**config.mk**
```make
export PLATFORM = sky130hd
export DESIGN_NAME = branch_resolver
export DESIGN_NICKNAME = d
export VERILOG_FILES = /design/src/rtl/branch_pkg.sv /design/src/rtl/branch_resolver_condition_eval.sv /design/src/rtl/branch_resolver.sv
export SDC_FILE = /design/constraint.sdc
export NUM_CORES = 1
export LEC_CHECK = 0
export BUFFER_PORTS_ARGS = -buffer_cell sky130_fd_sc_hd__buf_4
export CORE_MARGIN = 2
export CORE_UTILIZATION = 53
export CTS_CLUSTER_DIAMETER = 80
export CTS_CLUSTER_SIZE = 28
export DETAILED_ROUTE_END_ITERATION = 8
export GPL_TIMING_DRIVEN = 0
export PLACE_DENSITY = 0.8
export SLEW_MARGIN = 20
export SYNTH_ARGS = -nofsm -noshare
export SYNTH_HDL_FRONTEND = slang
export SYNTH_SLANG_ARGS = --single-unit
```
**constraint.sdc**
```tcl
create_clock -name clock -period 2.9 [get_ports clock]
set_input_delay 0.58 -clock clock [delete_from_list [all_inputs] [get_ports clock]]
set_output_delay 0.58 -clock clock [all_outputs]
set_load 0.02 [all_outputs]
```
**src/rtl/branch_pkg.sv**
```systemverilog
// Shared definitions for the branch resolver: condition code encodings,
// the NZCV flag struct and small helpers used by the evaluator and top.
package branch_pkg;

    localparam logic [3:0] COND_EQ = 4'd0;
    localparam logic [3:0] COND_NE = 4'd1;
    localparam logic [3:0] COND_CS = 4'd2;
    localparam logic [3:0] COND_CC = 4'd3;
    localparam logic [3:0] COND_MI = 4'd4;
    localparam logic [3:0] COND_PL = 4'd5;
    localparam logic [3:0] COND_VS = 4'd6;
    localparam logic [3:0] COND_VC = 4'd7;
    localparam logic [3:0] COND_HI = 4'd8;
    localparam logic [3:0] COND_LS = 4'd9;
    localparam logic [3:0] COND_GE = 4'd10;
    localparam logic [3:0] COND_LT = 4'd11;
    localparam logic [3:0] COND_GT = 4'd12;
    localparam logic [3:0] COND_LE = 4'd13;
    localparam logic [3:0] COND_AL = 4'd14;
    localparam logic [3:0] COND_NV = 4'd15;

    localparam int FLAGS_WIDTH = 4;

    typedef struct packed {
        logic n;
        logic z;
        logic c;
        logic v;
    } flags_t;

    function automatic flags_t pack_flags(input logic n, input logic z,
                                          input logic c, input logic v);
        flags_t f;
        f.n = n;
        f.z = z;
        f.c = c;
        f.v = v;
        return f;
    endfunction

    function automatic logic [FLAGS_WIDTH-1:0] flags_to_bits(input flags_t f);
        return {f.n, f.z, f.c, f.v};
    endfunction

endpackage

```
**src/rtl/branch_resolver_condition_eval.sv**
```systemverilog
// Pure combinational map of (condition code, NZCV) to a take decision,
// shared with the decode-stage predictor check.
module branch_condition_eval
    import branch_pkg::*;
#(
    parameter int BRANCH_CONDITION_WIDTH = 4
) (
    input  logic [BRANCH_CONDITION_WIDTH-1:0] condition,
    input  flags_t                            flags,
    output logic                              take,
    output logic                              illegal
);

    logic [3:0] code;
    logic       raw_take;
    logic       n_eq_v;

    assign code   = condition[3:0];
    assign n_eq_v = (flags.n == flags.v);

    // Codes above 15 only exist when the field is wider than four bits.
    generate
        if (BRANCH_CONDITION_WIDTH > 4) begin : g_wide
            assign illegal = |condition[BRANCH_CONDITION_WIDTH-1:4];
        end else begin : g_narrow
            assign illegal = 1'b0;
        end
    endgenerate

    always_comb begin
        raw_take = 1'b0;
        case (code)
            COND_EQ: raw_take = flags.z;
            COND_NE: raw_take = !flags.z;
            COND_CS: raw_take = flags.c;
            COND_CC: raw_take = !flags.c;
            COND_MI: raw_take = flags.n;
            COND_PL: raw_take = !flags.n;
            COND_VS: raw_take = flags.v;
            COND_VC: raw_take = !flags.v;
            COND_HI: raw_take = flags.c && !flags.z;
            COND_LS: raw_take = !flags.c || flags.z;
            COND_GE: raw_take = n_eq_v;
            COND_LT: raw_take = !n_eq_v;
            COND_GT: raw_take = !flags.z && n_eq_v;
            COND_LE: raw_take = flags.z || !n_eq_v;
            COND_AL: raw_take = 1'b1;
            COND_NV: raw_take = 1'b0;
            default: raw_take = 1'b0;
        endcase
    end

    assign take = raw_take && !illegal;

endmodule

```
**src/rtl/branch_resolver.sv**
```systemverilog
// Execute-stage branch resolver: NZCV register, optional same-cycle flag
// forwarding, single-entry handshaked result register and saturating stats.
module branch_resolver
    import branch_pkg::*;
#(
    parameter int BRANCH_CONDITION_WIDTH = 4,
    parameter int TAG_WIDTH              = 4,
    parameter int COUNTER_WIDTH          = 16,
    parameter int FORWARD_FLAGS          = 1
) (
    input  logic                              clock,
    input  logic                              reset,
    input  logic                              flags_write,
    input  logic                              negative_in,
    input  logic                              zero_in,
    input  logic                              carry_in,
    input  logic                              overflow_in,
    input  logic                              request_valid,
    output logic                              request_ready,
    input  logic [BRANCH_CONDITION_WIDTH-1:0] condition,
    input  logic [TAG_WIDTH-1:0]              request_tag,
    output logic                              result_valid,
    input  logic                              result_ready,
    output logic                              take,
    output logic                              illegal,
    output logic [TAG_WIDTH-1:0]              result_tag,
    output logic [3:0]                        flags,
    input  logic                              counters_clear,
    output logic [COUNTER_WIDTH-1:0]          taken_count,
    output logic [COUNTER_WIDTH-1:0]          not_taken_count
);

    localparam logic                     FORWARD = (FORWARD_FLAGS != 0);
    localparam logic [COUNTER_WIDTH-1:0] COUNT_MAX = '1;

    flags_t                     flags_d, flags_q;
    flags_t                     incoming_flags;
    flags_t                     eval_flags;
    logic                       result_valid_d, result_valid_q;
    logic                       take_d, take_q;
    logic                       illegal_d, illegal_q;
    logic [TAG_WIDTH-1:0]       result_tag_d, result_tag_q;
    logic [COUNTER_WIDTH-1:0]   taken_count_d, taken_count_q;
    logic [COUNTER_WIDTH-1:0]   not_taken_count_d, not_taken_count_q;
    logic                       accept;
    logic                       eval_take;
    logic                       eval_illegal;

    assign incoming_flags = pack_flags(negative_in, zero_in, carry_in, overflow_in);
    assign eval_flags     = (FORWARD && flags_write) ? incoming_flags : flags_q;

    assign request_ready  = !result_valid_q || result_ready;
    assign accept         = request_valid && request_ready;

    branch_condition_eval #(
        .BRANCH_CONDITION_WIDTH(BRANCH_CONDITION_WIDTH)
    ) u_eval (
        .condition(condition),
        .flags    (eval_flags),
        .take     (eval_take),
        .illegal  (eval_illegal)
    );

    always_comb begin
        flags_d = flags_q;
        if (flags_write) begin
            flags_d = incoming_flags;
        end
    end

    // A new accept overwrites the held result even while it is being
    // consumed, which gives back-to-back results with no bubble.
    always_comb begin
        result_valid_d = result_valid_q;
        take_d         = take_q;
        illegal_d      = illegal_q;
        result_tag_d   = result_tag_q;
        if (accept) begin
            result_valid_d = 1'b1;
            take_d         = eval_take;
            illegal_d      = eval_illegal;
            result_tag_d   = request_tag;
        end else if (result_ready) begin
            result_valid_d = 1'b0;
        end
    end

    always_comb begin
        taken_count_d     = taken_count_q;
        not_taken_count_d = not_taken_count_q;
        if (counters_clear) begin
            taken_count_d     = '0;
            not_taken_count_d = '0;
        end else if (accept) begin
            if (eval_take) begin
                if (taken_count_q != COUNT_MAX) begin
                    taken_count_d = taken_count_q + 1'b1;
                end
            end else if (not_taken_count_q != COUNT_MAX) begin
                not_taken_count_d = not_taken_count_q + 1'b1;
            end
        end
    end

    always_ff @(posedge clock) begin
        if (reset) begin
            flags_q           <= '0;
            result_valid_q    <= 1'b0;
            take_q            <= 1'b0;
            illegal_q         <= 1'b0;
            result_tag_q      <= '0;
            taken_count_q     <= '0;
            not_taken_count_q <= '0;
        end else begin
            flags_q           <= flags_d;
            result_valid_q    <= result_valid_d;
            take_q            <= take_d;
            illegal_q         <= illegal_d;
            result_tag_q      <= result_tag_d;
            taken_count_q     <= taken_count_d;
            not_taken_count_q <= not_taken_count_d;
        end
    end

    assign result_valid    = result_valid_q;
    assign take            = take_q;
    assign illegal         = illegal_q;
    assign result_tag      = result_tag_q;
    assign flags           = flags_to_bits(flags_q);
    assign taken_count     = taken_count_q;
    assign not_taken_count = not_taken_count_q;

endmodule

```
# Word level (Yosys, flattened, before mapping)
# Index checks and enable logic that the tools add are counted.
[word_totals]
register_bits = 42
elab_cells = 51
[op_classes]
n_eq_ne = 18
bitwise = 1
n_addsub = 2
muxes = 4
n_reduce_logical = 17
[op_table]
columns = ["op", "n"]
rows = [
  ["$add 16x1->16 const B", 2],
  ["$eq 4x4->1 const B", 8],
  ["$ne 16x16->1 const B", 2],
  ["$eq 4x3->1 const B", 4],
  ["$pmux 1 s16", 1],
  ["$eq 4x2->1 const B", 2],
  ["$logic_not 1->1", 6],
  ["$reduce_and 3->1", 2],
  ["$eq 4x1->1 const B", 1],
  ["$logic_not 4->1", 1],
  ["$mux 4", 1],
  ["$logic_and 1x1->1", 3],
  ["$logic_or 1x1->1", 3],
  ["$mux 1", 2],
  ["$reduce_bool 2->1", 1],
  ["$reduce_or 2->1", 1],
  ["$eq 1x1->1", 1],
  ["$not 1->1", 1],
]

# Longest topological paths before layout
# Gate-level depths: netlist (run 1).
[depth]
ltp_word = 7
depth_mapped = 9
mapped_depth_nobuf = 7

# Modules after synthesis
# A second synthesis (run 1) with hierarchy kept.
[hier_totals]
hier_cells = 280
hier_area_um2 = 2323.5
[by_module_without_submodules]
columns = ["mod", "area_each_um2", "cells_each", "n_inst"]
rows = [
  ["branch_resolver", 2157.1, 255, 1],
  ["branch_condition_eval", 166.4, 25, 1],
]

# Worst setup path before layout (run 1)
# Ideal clock, no wire load.
[synth_path]
path_kind = "input -> register"
start = "input port flags_write"
end = "register taken_count_q[6] (netlist: taken_count[6])"
path_stages = 8
setup_time_ns = 0.116
required_time_ns = 2.784
path_buffers = 2
arrival_ns = 2.505
slack_ns = 0.279
cell_sequence = "buf_6 -> mux4_2 -> xnor2_1 -> a211o_1 -> nor4_1 -> buf_2 -> nor2_1 -> a31o_2"
[synth_via]
elab_chain_len = 6
word_cells_on_any_way = 13
classes_between = "eq/ne (1); mux (2); reduce/logical (10)"
[synth_rtl]
columns = ["item", "line_no", "rtl"]
rows = [
  ["start: declaration", "branch_resolver.sv:13", "input logic flags_write,"],
  ["$mux 4 (*)", "-", ""],
  ["$eq 1x1->1", "branch_resolver_condition_eval.sv:19", "assign n_eq_v = (flags.n == flags.v);"],
  ["$logic_not 1->1", "branch_resolver_condition_eval.sv:44, branch_resolver_condition_eval.sv:46", ""],
  ["$logic_or 1x1->1", "branch_resolver_condition_eval.sv:46", "COND_LE: raw_take = flags.z || !n_eq_v;"],
  ["$pmux 1 s16 (*)", "branch_resolver_condition_eval.sv:32", "case (code)"],
  ["$reduce_and 3->1 (no source line) (*)", "-", ""],
  ["end signal: assignment", "branch_resolver.sv:120", "taken_count_q <= taken_count_d;"],
  ["end: declaration", "branch_resolver.sv:43", "logic [COUNTER_WIDTH-1:0] taken_count_d, taken_count_q;"],
]
# Mark *: on every way between the ends. The rest lies on a longest branch, timed or not.
# A chain may end at the register's enable or synchronous reset.

# Worst setup path in the final report (run 1)
[layout_path]
start = "input port flags_write"
end = "register not_taken_count_q[15] (netlist: not_taken_count[15])"
[layout_via]
elab_chain_len = 7
word_cells_on_any_way = 14
classes_between = "eq/ne (1); mux (2); bitwise (1); reduce/logical (10)"
[layout_rtl]
columns = ["item", "line_no", "rtl"]
rows = [
  ["$mux 4 (*)", "-", ""],
  ["$eq 1x1->1", "branch_resolver_condition_eval.sv:19", ""],
  ["$logic_not 1->1", "branch_resolver_condition_eval.sv:44, branch_resolver_condition_eval.sv:46", ""],
  ["$logic_or 1x1->1", "branch_resolver_condition_eval.sv:46", ""],
  ["$pmux 1 s16 (*)", "branch_resolver_condition_eval.sv:32", ""],
  ["$not 1->1 (no source line) (*)", "-", ""],
  ["$reduce_and 3->1 (no source line) (*)", "-", ""],
  ["end signal: assignment", "branch_resolver.sv:121", "not_taken_count_q <= not_taken_count_d;"],
  ["end: declaration", "branch_resolver.sv:44", "logic [COUNTER_WIDTH-1:0] not_taken_count_d, not_taken_count_q;"],
]
# Marks and branches as above.

==> results.py, run 1 <==
metrics = {
    "die": {
        "core_sq_um": 4350,
        "die-width_um": 71.4,
        "die_h_um": 71.4,
        "rows": 24,
        "ios": 62,
        "start_util": 0.553,
        "dieArea_sq_um": 5090,
    },
    "clock_tree": {
        "htree_levels": 2,
        "hold_buffers": 0,
        "numClockSinks": 42,
        "path_clk_slew_ns": 0.08,
        "worstSkewPairLatency_ns": 0.29,
        "cts_tree": "built",
        "cts_root_buffer": "clkbuf_8",
        "clock_path_buffers": 2,
        "cts_buffers": 5,
    },
    "yosys": {
        "yosysSeqAreaShare": 0.349,
        "synthArstFlopShare": 0,
        "yosys_warnings": 0,
        "synth_fp_nets": 311,
        "netlist_instances": 291,
        "ys_ff_latch": 42,
        "synth_ff_type": "dfxtp_1",
        "syn_area_sq_um": 2410,
        "synth_edf_count": 0,
        "synth_cell_types": 52,
        "syn_area_per_cell_sq_um": 8.27,
    },
    "final_layout": {
        "finish.instance_area_sq_um": 3050,
        "final_cell_mix": "buf_4 (63), dfxtp_1 (42), nor2_1 (24), nand2_1 (22)",
        "layout-drive-gt1-share": 0.234,
        "fin_nets": 379,
        "layout_commonest_cell": "buf_4",
        "fillers": 359,
        "syn_to_final_growth_pct": 26.7,
        "diodes": 0,
    },
    "min_path": {
        "hold_path_depth": 2,
        "hold_class": "reg2reg",
    },
    "place": {
        "dp_hpwl_um": 4700,
        "port_buffers": 59,
        "place.gp.congestion": 0.887,
        "placed_area_sq_um": 2910,
    },
    "drt": {
        "drt-total-wl_um": 6430,
        "drt_iter0_drc": 220,
        "viasPerCell": 6.24,
        "wl_per_cell_um": 15.6,
        "dr.pass1.iters": 5,
        "drc": 0,
        "vias": 2564,
        "ant_nets": 0,
    },
    "critical_path": {
        "cp.depth": 7,
        "cp_top_family": "simple AND/OR/NAND/NOR gates",
        "rr_worst_depth": 9,
        "critical_path_buf_inv_count": 1,
        "cp.arrival_ns": 2.88,
        "cpMaxStageDelayCell": "a211oi_1",
        "worstSetupStartpointType": "input port",
        "required_ns": 3.12,
        "critical_path_class": "in2reg",
        "end_kind": "register",
        "path_cells": "buf_6 > mux4_2 > xnor2_1 > a211oi_1 > nor2_1 > or4_1 > a21oi_1",
        "slowest_delay_ns": 0.55,
        "cp_max_fo": 9,
    },
    "pwr": {
        "powerDensity_nw_per_um2": 423,
        "ir_worst_vdd_mv": 0.395,
        "total_power_uw": 1290,
        "leakagePower_uw": 0.00126,
    },
    "timing": {
        "tightest_slew_ns": 0.882,
        "drv_slew": 0,
        "final.period_utilization": 0.916,
        "relSlewSlack": 0.407,
        "max_freq_mhz": 377,
        "fin_crit_ns": 2.66,
        "skew_ns": 0.00959,
        "setup_violations": 0,
        "hold_viol": 0,
        "rsz0062_at_grt": "no",
    },
    "global_route": {
        "grt_max_degree": 13,
        "antenna_found_initial": 0,
        "grt_usage": 0.250,
        "grt_pass1_vias": 2290,
        "grt_first_pass_wirelength_um": 10500,
        "overflow": 0,
    },
    "outcome": {
        "status": "completed",
    },
    "flow_run": {
        "maxCapViolCount": 0,
    },
}
-- cell usage after synthesis, types with 5 or more instances --
library cell | count | share of area
mux2i_1 | 14 | 0.058
or3_1 | 16 | 0.042
nor3_1 | 6 | 0.012
nand3_1 | 15 | 0.031
and3_1 | 8 | 0.021
nor4_1 | 7 | 0.018
nand2_1 | 22 | 0.034
a21oi_1 | 16 | 0.033
o21ai_0 | 5 | 0.010
o21ai_1 | 6 | 0.012
nor2_1 | 24 | 0.037
inv_1 | 6 | 0.0094
clkbuf_1 | 9 | 0.014
o31ai_1 | 9 | 0.028
dfxtp_1 | 42 | 0.35
o211ai_1 | 7 | 0.022
nand4_1 | 11 | 0.029
or4_1 | 13 | 0.041
-- timing repair --
action	CTS	global route
gates resized for setup	0	0
setup buffers	0	2
setup endpoints to repair	0	1
-- state kept, by name, indices dropped and copies added (netlist names) --
name             cells
take                 1
result_valid         1
flags                4
not_taken_count     16
taken_count         16
result_tag           4
-- path summary, 6_finish.rpt --
kind	slack (ns)	end	from
worst max-delay path	0.24	not_taken_count[15]	flags_write
worst min-delay path	0.50	taken_count[15]	taken_count[15]
worst max register to register	0.36	taken_count[6]	taken_count[0]
worst min register to register	0.50	taken_count[15]	taken_count[15]
-- logic make-up after synthesis --
family / after synthesis / synth area share
buffers and inverters: 22 / 0.0421
multiplexers: 18 / 0.0863
flip-flops: 42 / 0.349
other: 1 / 0.00156
adder cells (fa/ha/maj): 2 / 0.0104
AND/OR/NAND/NOR: 142 / 0.328
XOR/XNOR: 3 / 0.0109
AO/OA/AOI/OAI: 61 / 0.171
-- through the flow --
step | setup WS, ns | instances | utilization | hold slack, ns | TNS (ns)
floorplan | 0.279 | 291 | - | 0.556 | 0
global placement | -0.0328 | 402 | 0.669 | 0.477 | -0.118
detailed placement | -0.0461 | 402 | 0.669 | 0.493 | -0.127
CTS | 0.210 | 409 | 0.695 | 0.503 | 0
global route | 0.116 | 411 | 0.700 | 0.520 | 0
finish | 0.244 | 411 | 0.700 | 0.498 | 0
-- worst register-to-register path, stage by stage, from the launching register on --
cell and delay [ns]:
dfxtp_1 0.43, ha_1 0.20, and3_1 0.17, and3_1 0.15
clkbuf_1 0.27, nand4_1 0.25, nand2_1 0.20, clkbuf_1 0.37
nor2_1 0.15, a31o_2 0.25
-- report_power, final --
| group | internal [uW] | switching, uW | total (uW) |
|---|---|---|---|
| clock | 276 | 199 | 475 |
| sequential | 587 | 9.08 | 596 |
| combinational | 81.6 | 136 | 218 |
-- routing by layer --
layer,global-route usage,wire [um]
met5,0,0
met2,0.399,3040
met1,0.351,2820
met4,0.0629,45
met3,0.0450,527
-- final cells by class --
type,instances,area [sq um],area share
multi-input combinational,227,1470,0.482
sequential,42,841,0.276
timing repair buffer,61,458,0.150
clock buffer,6,82.6,0.0271
buffer,16,78.8,0.0259
tap,52,65.1,0.0213
clock inverter,1,30.0,0.00985
inverter,6,22.5,0.00739
Power figures use the tool's default switching activity.
==> inputs of run 2 (changes only) <==
- CORE_ASPECT_RATIO: unset -> 0.6
- clock period: 2.9 -> 2.6 ns (I/O delays scaled with it)
==> results.py, run 2 (synthesis gave the netlist of run 1 again) <==
metrics = {
    "drt": {
        "wl_met1_um": 3430,
        "drt-total-wl_um": 7300,
        "ant_nets": 0,
        "wl_per_cell_um": 17.4,
        "dr.pass1.iters": 5,
        "met2_length_um": 3110,
        "viasPerCell": 6.29,
        "vias": 2641,
        "top_layer": "met4",
        "wl_met3_um": 667,
        "drc": 0,
        "drt_iter0_drc": 312,
    },
    "place": {
        "port_buffers": 59,
        "dp_cells": 410,
        "post-place-ws_ns": -0.271,
        "place.gp.congestion": 0.907,
        "dp_hpwl_um": 5300,
    },
    "global_route": {
        "grt_usage": 0.286,
        "grt_first_pass_wirelength_um": 11800,
        "overflow": 0,
        "grt_pass1_vias": 2363,
        "grt_max_degree": 12,
        "antenna_found_initial": 0,
    },
    "clock_tree": {
        "cts_tree": "built",
        "htree_levels": 2,
        "path_clk_slew_ns": 0.08,
        "hold_buffers": 0,
        "worstSkewPairLatency_ns": 0.30,
        "numClockSinks": 42,
        "cts_root_buffer": "clkbuf_8",
        "clock_path_buffers": 2,
        "cts_buffers": 5,
    },
    "critical_path": {
        "rr_worst_depth": 6,
        "path_cells": "xor2_1 > mux2i_1 > mux2_4 > nor3_1 > a311oi_1 > a41o_1",
        "r2r_slack_ns": 0.09,
        "slowest_delay_ns": 0.85,
        "cpMaxStageDelayCell": "nor3_1",
        "rr_endpoint": "not_taken_count[8]",
        "crit-reg2reg-launch": "flags[3]",
        "end_kind": "register",
        "startpoint": "flags[3]",
        "cp_max_fo": 8,
        "critical_path_class": "reg2reg",
        "endpoint": "not_taken_count[8]",
        "cp.arrival_ns": 2.71,
        "required_ns": 2.80,
        "worstSetupStartpointType": "register",
    },
    "flow_run": {
        "maxCapViolCount": 0,
    },
    "min_path": {
        "hold_class": "in2reg",
    },
    "final_layout": {
        "layout-drive-gt1-share": 0.242,
        "fillers": 350,
        "fin_nets": 380,
        "layout_commonest_cell": "buf_4",
        "final_cell_mix": "buf_4 (65), dfxtp_1 (42), nor2_1 (24), nand2_1 (22)",
        "syn_to_final_growth_pct": 26.6,
        "stdcell_count": 420,
        "diodes": 0,
    },
    "die": {
        "rows": 18,
        "die-width_um": 91.0,
        "dieArea_sq_um": 5110,
        "ios": 62,
        "start_util": 0.568,
        "die_h_um": 56.2,
        "core_sq_um": 4230,
    },
    "timing": {
        "rsz0062_at_grt": "no",
        "relSlewSlack": 0.300,
        "setup_violations": 0,
        "skew_ns": 0.0107,
        "fin_crit_ns": 2.51,
        "final.period_utilization": 0.966,
        "hold_viol": 0,
        "tightest_slew_ns": 1.04,
        "drv_slew": 0,
        "max_freq_mhz": 398,
        "setup_slack_ns": 0.0872,
    },
    "pwr": {
        "powerDensity_nw_per_um2": 442,
        "total_power_uw": 1340,
        "ir_worst_vdd_mv": 0.303,
        "leakagePower_uw": 0.00125,
    },
    "outcome": {
        "status": "completed",
    },
}
-- run 2: where the power goes --
part	leakage [uW]	internal (uW)	total [uW]	switching (uW)
Clock	0.0000383	185	412	226
Sequential	0.000340	654	664	9.98
Combinational	0.000875	102	269	167
-- run 2: layout make-up --
type	count	area [sq um]	share of cell area
timing repair buffer	62	465	0.153
multi-input combinational	227	1480	0.486
inverter	6	22.5	0.00740
buffer	16	83.8	0.0275
tap	60	75.1	0.0247
sequential	42	841	0.276
clock buffer	7	76.3	0.0251
-- run 2: per-layer routing --
layer | GRT usage | vias up
met1 | 0.432 | 1222
met3 | 0.0569 | 12
li1 | - | 1255
met2 | 0.411 | 152
met5 | 0 | -
met4 | 0.0736 | 0
-- run 2: worst min-delay path by stage --
| stage | startpoint | endpoint | slack, ns | cells after the start |
|---|---|---|---|---|
| 2_1_floorplan | not_taken_count[12] | not_taken_count[12] | 0.56 | 2 |
| 3_3_place_gp | result_tag[3] | result_tag[3] | 0.48 | 2 |
| 3_5_place_dp | taken_count[10] | taken_count[10] | 0.49 | 2 |
| 4_1_cts | request_tag[2] | result_tag[2] | 0.46 | 3 |
| 5_1_grt | request_tag[2] | result_tag[2] | 0.48 | 3 |
| 6_report | request_tag[2] | result_tag[2] | 0.46 | 3 |
-- run 2: worst max-delay path: cells and delay by family, from the launching register on --
| family | cells | cell delay (ns) |
|---|---|---|
| AND/OR/NAND/NOR | 1 | 0.85 |
| multiplexers | 2 | 0.48 |
| AO/OA/AOI/OAI | 2 | 0.46 |
| flip-flops | 1 | 0.41 |
| XOR/XNOR | 1 | 0.22 |
-- run 2: through the flow --
stage | instance area, sq um | setup TNS (ns) | utilization | hold WS (ns)
after floorplan | 2410 | 0 | - | 0.556
after global placement | 2920 | -4.22 | 0.691 | 0.484
after detailed placement | 2920 | -5.25 | 0.691 | 0.492
after CTS | 3020 | 0 | 0.712 | 0.456
after global routing | 3050 | 0 | 0.719 | 0.480
final | 3050 | 0 | 0.719 | 0.460
-- run 2: timing repair --
item / CTS / global route
resized for setup: 2 / 8
gates cloned: 0 / 0
buffers inserted: 1 / 2
pin swaps: 1 / 0
setup endpoints to repair: 8 / 19
==> inputs of run 3 (changes only) <==
- CORE_UTILIZATION: 53 -> 48
- PLACE_DENSITY: 0.8 -> 0.76
- clock period: 2.6 -> 2.1 ns (I/O delays scaled with it)
==> results.py, run 3 (synthesis gave the netlist of run 1 again) <==
metrics = {
    "outcome": {
        "status": "finished with violations",
        "violations": "negative setup slack",
    },
    "critical_path": {
        "end_kind": "register",
        "critical_path_class": "reg2reg",
        "worstSetupStartpointType": "register",
        "required_ns": 2.33,
        "cp.arrival_ns": 2.52,
        "cp_max_fo": 5,
    },
    "timing": {
        "rsz0062_at_grt": "yes",
        "fin_crit_ns": 2.29,
        "setup_violations": 28,
        "relSlewSlack": 0.533,
        "tns_ns": -3.18,
        "skew_ns": 0.0111,
        "final.period_utilization": 1.09,
        "setup_slack_ns": -0.191,
        "drv_slew": 0,
        "tightest_slew_ns": 0.698,
        "hold_viol": 0,
        "max_freq_mhz": 436,
    },
    "pwr": {
        "total_power_uw": 2040,
        "ir_worst_vdd_mv": 0.450,
        "powerDensity_nw_per_um2": 594,
        "leakagePower_uw": 0.00139,
    },
    "drt": {
        "wl_per_cell_um": 19.1,
        "viasPerCell": 6.50,
        "drt-total-wl_um": 8210,
        "drc": 0,
        "vias": 2795,
        "drt_iter0_drc": 234,
        "ant_nets": 0,
        "dr.pass1.iters": 4,
    },
    "global_route": {
        "grt_max_degree": 15,
        "grt_first_pass_wirelength_um": 12600,
        "grt_pass1_vias": 2459,
        "grt_usage": 0.296,
        "antenna_found_initial": 0,
        "overflow": 0,
    },
    "clock_tree": {
        "clock_path_buffers": 2,
        "numClockSinks": 42,
        "cts_root_buffer": "clkbuf_8",
        "htree_levels": 2,
        "cts_buffers": 5,
        "cts_tree": "built",
        "hold_buffers": 0,
        "worstSkewPairLatency_ns": 0.30,
        "path_clk_slew_ns": 0.08,
    },
    "final_layout": {
        "final_cell_mix": "buf_4 (69), dfxtp_1 (37), nand2_1 (21), nor2_1 (19), or3_1 (16)",
        "fin_nets": 386,
        "fillers": 361,
        "layout_commonest_cell": "buf_4",
        "layout-drive-gt1-share": 0.354,
        "fin_util": 0.731,
        "diodes": 0,
        "multiInputGateArea_sq_um": 1700,
        "syn_to_final_growth_pct": 43.0,
        "register_area_sq_um": 850,
    },
    "die": {
        "ios": 62,
        "core_sq_um": 4710,
        "start_util": 0.511,
        "dieArea_sq_um": 5610,
        "die_h_um": 58.8,
        "die-width_um": 95.4,
        "rows": 19,
    },
    "place": {
        "port_buffers": 59,
        "dp_hpwl_um": 5490,
        "place.gp.congestion": 0.874,
    },
    "flow_run": {
        "maxCapViolCount": 0,
    },
    "min_path": {
        "hold_class": "in2reg",
    },
}
## run 3: power breakdown
group	internal [uW]	leakage [uW]	switching, uW
registers	810	0.000343	13.2
logic	185	0.000975	251
clock network	477	0.0000683	308
## run 3: cell type report
class                           count  share of cell area
Timing Repair Buffer               69               0.155
Clock buffer                        5              0.0200
Inverter                            6             0.00655
Clock inverter                      3              0.0200
Multi-Input combinational cell    227               0.493
Sequential cell                    42               0.247
Tap cell                           63              0.0229
Buffer                             15              0.0353
## run 3: per-stage QoR
stage,std cells,hold slack (ns),area (sq um),setup WS (ns)
CTS,428,0.363,3310,-0.144
global route,430,0.368,3440,-0.249
global placement,413,0.479,3030,-0.516
finish,430,0.358,3440,-0.191
detailed placement,413,0.495,3030,-0.527
floorplan,291,0.509,2510,-0.146
## run 3: worst paths after layout
path                                             to           start  slack (ns)  depth (start not counted)
worst max register to register  not_taken_count[14]        flags[0]       -0.19                          6
worst max-delay path            not_taken_count[14]        flags[0]       -0.19                          6
worst min-delay path                  result_tag[2]  request_tag[2]        0.36                          3
worst min register to register       taken_count[1]  taken_count[1]        0.52                          2
## run 3: worst max-delay path: stages (launching register included)
cell and delay [ns]:
dfxtp_2 0.35, mux4_2 0.54, xnor2_4 0.17, a211oi_4 0.38
nor2_4 0.11, or4_4 0.50, a21oi_2 0.17
## run 3: routing by layer
metal / GRT usage / vias to the layer above / part of all wire
met4: 0.0776 / 0 / 0.015
met3: 0.0986 / 24 / 0.12
met1: 0.435 / 1328 / 0.45
met5: 0 / - / 0
li1: - / 1264 / -
met2: 0.415 / 179 / 0.41
## run 3: what timing repair did
item / in CTS / in global routing
pin swaps: 4 / 7
setup endpoints to repair: 33 / 33
setup buffers: 7 / 2
endpoints found under the hold margin: 0 / 0
gates resized for setup: 20 / 21
cloned: 1 / 0
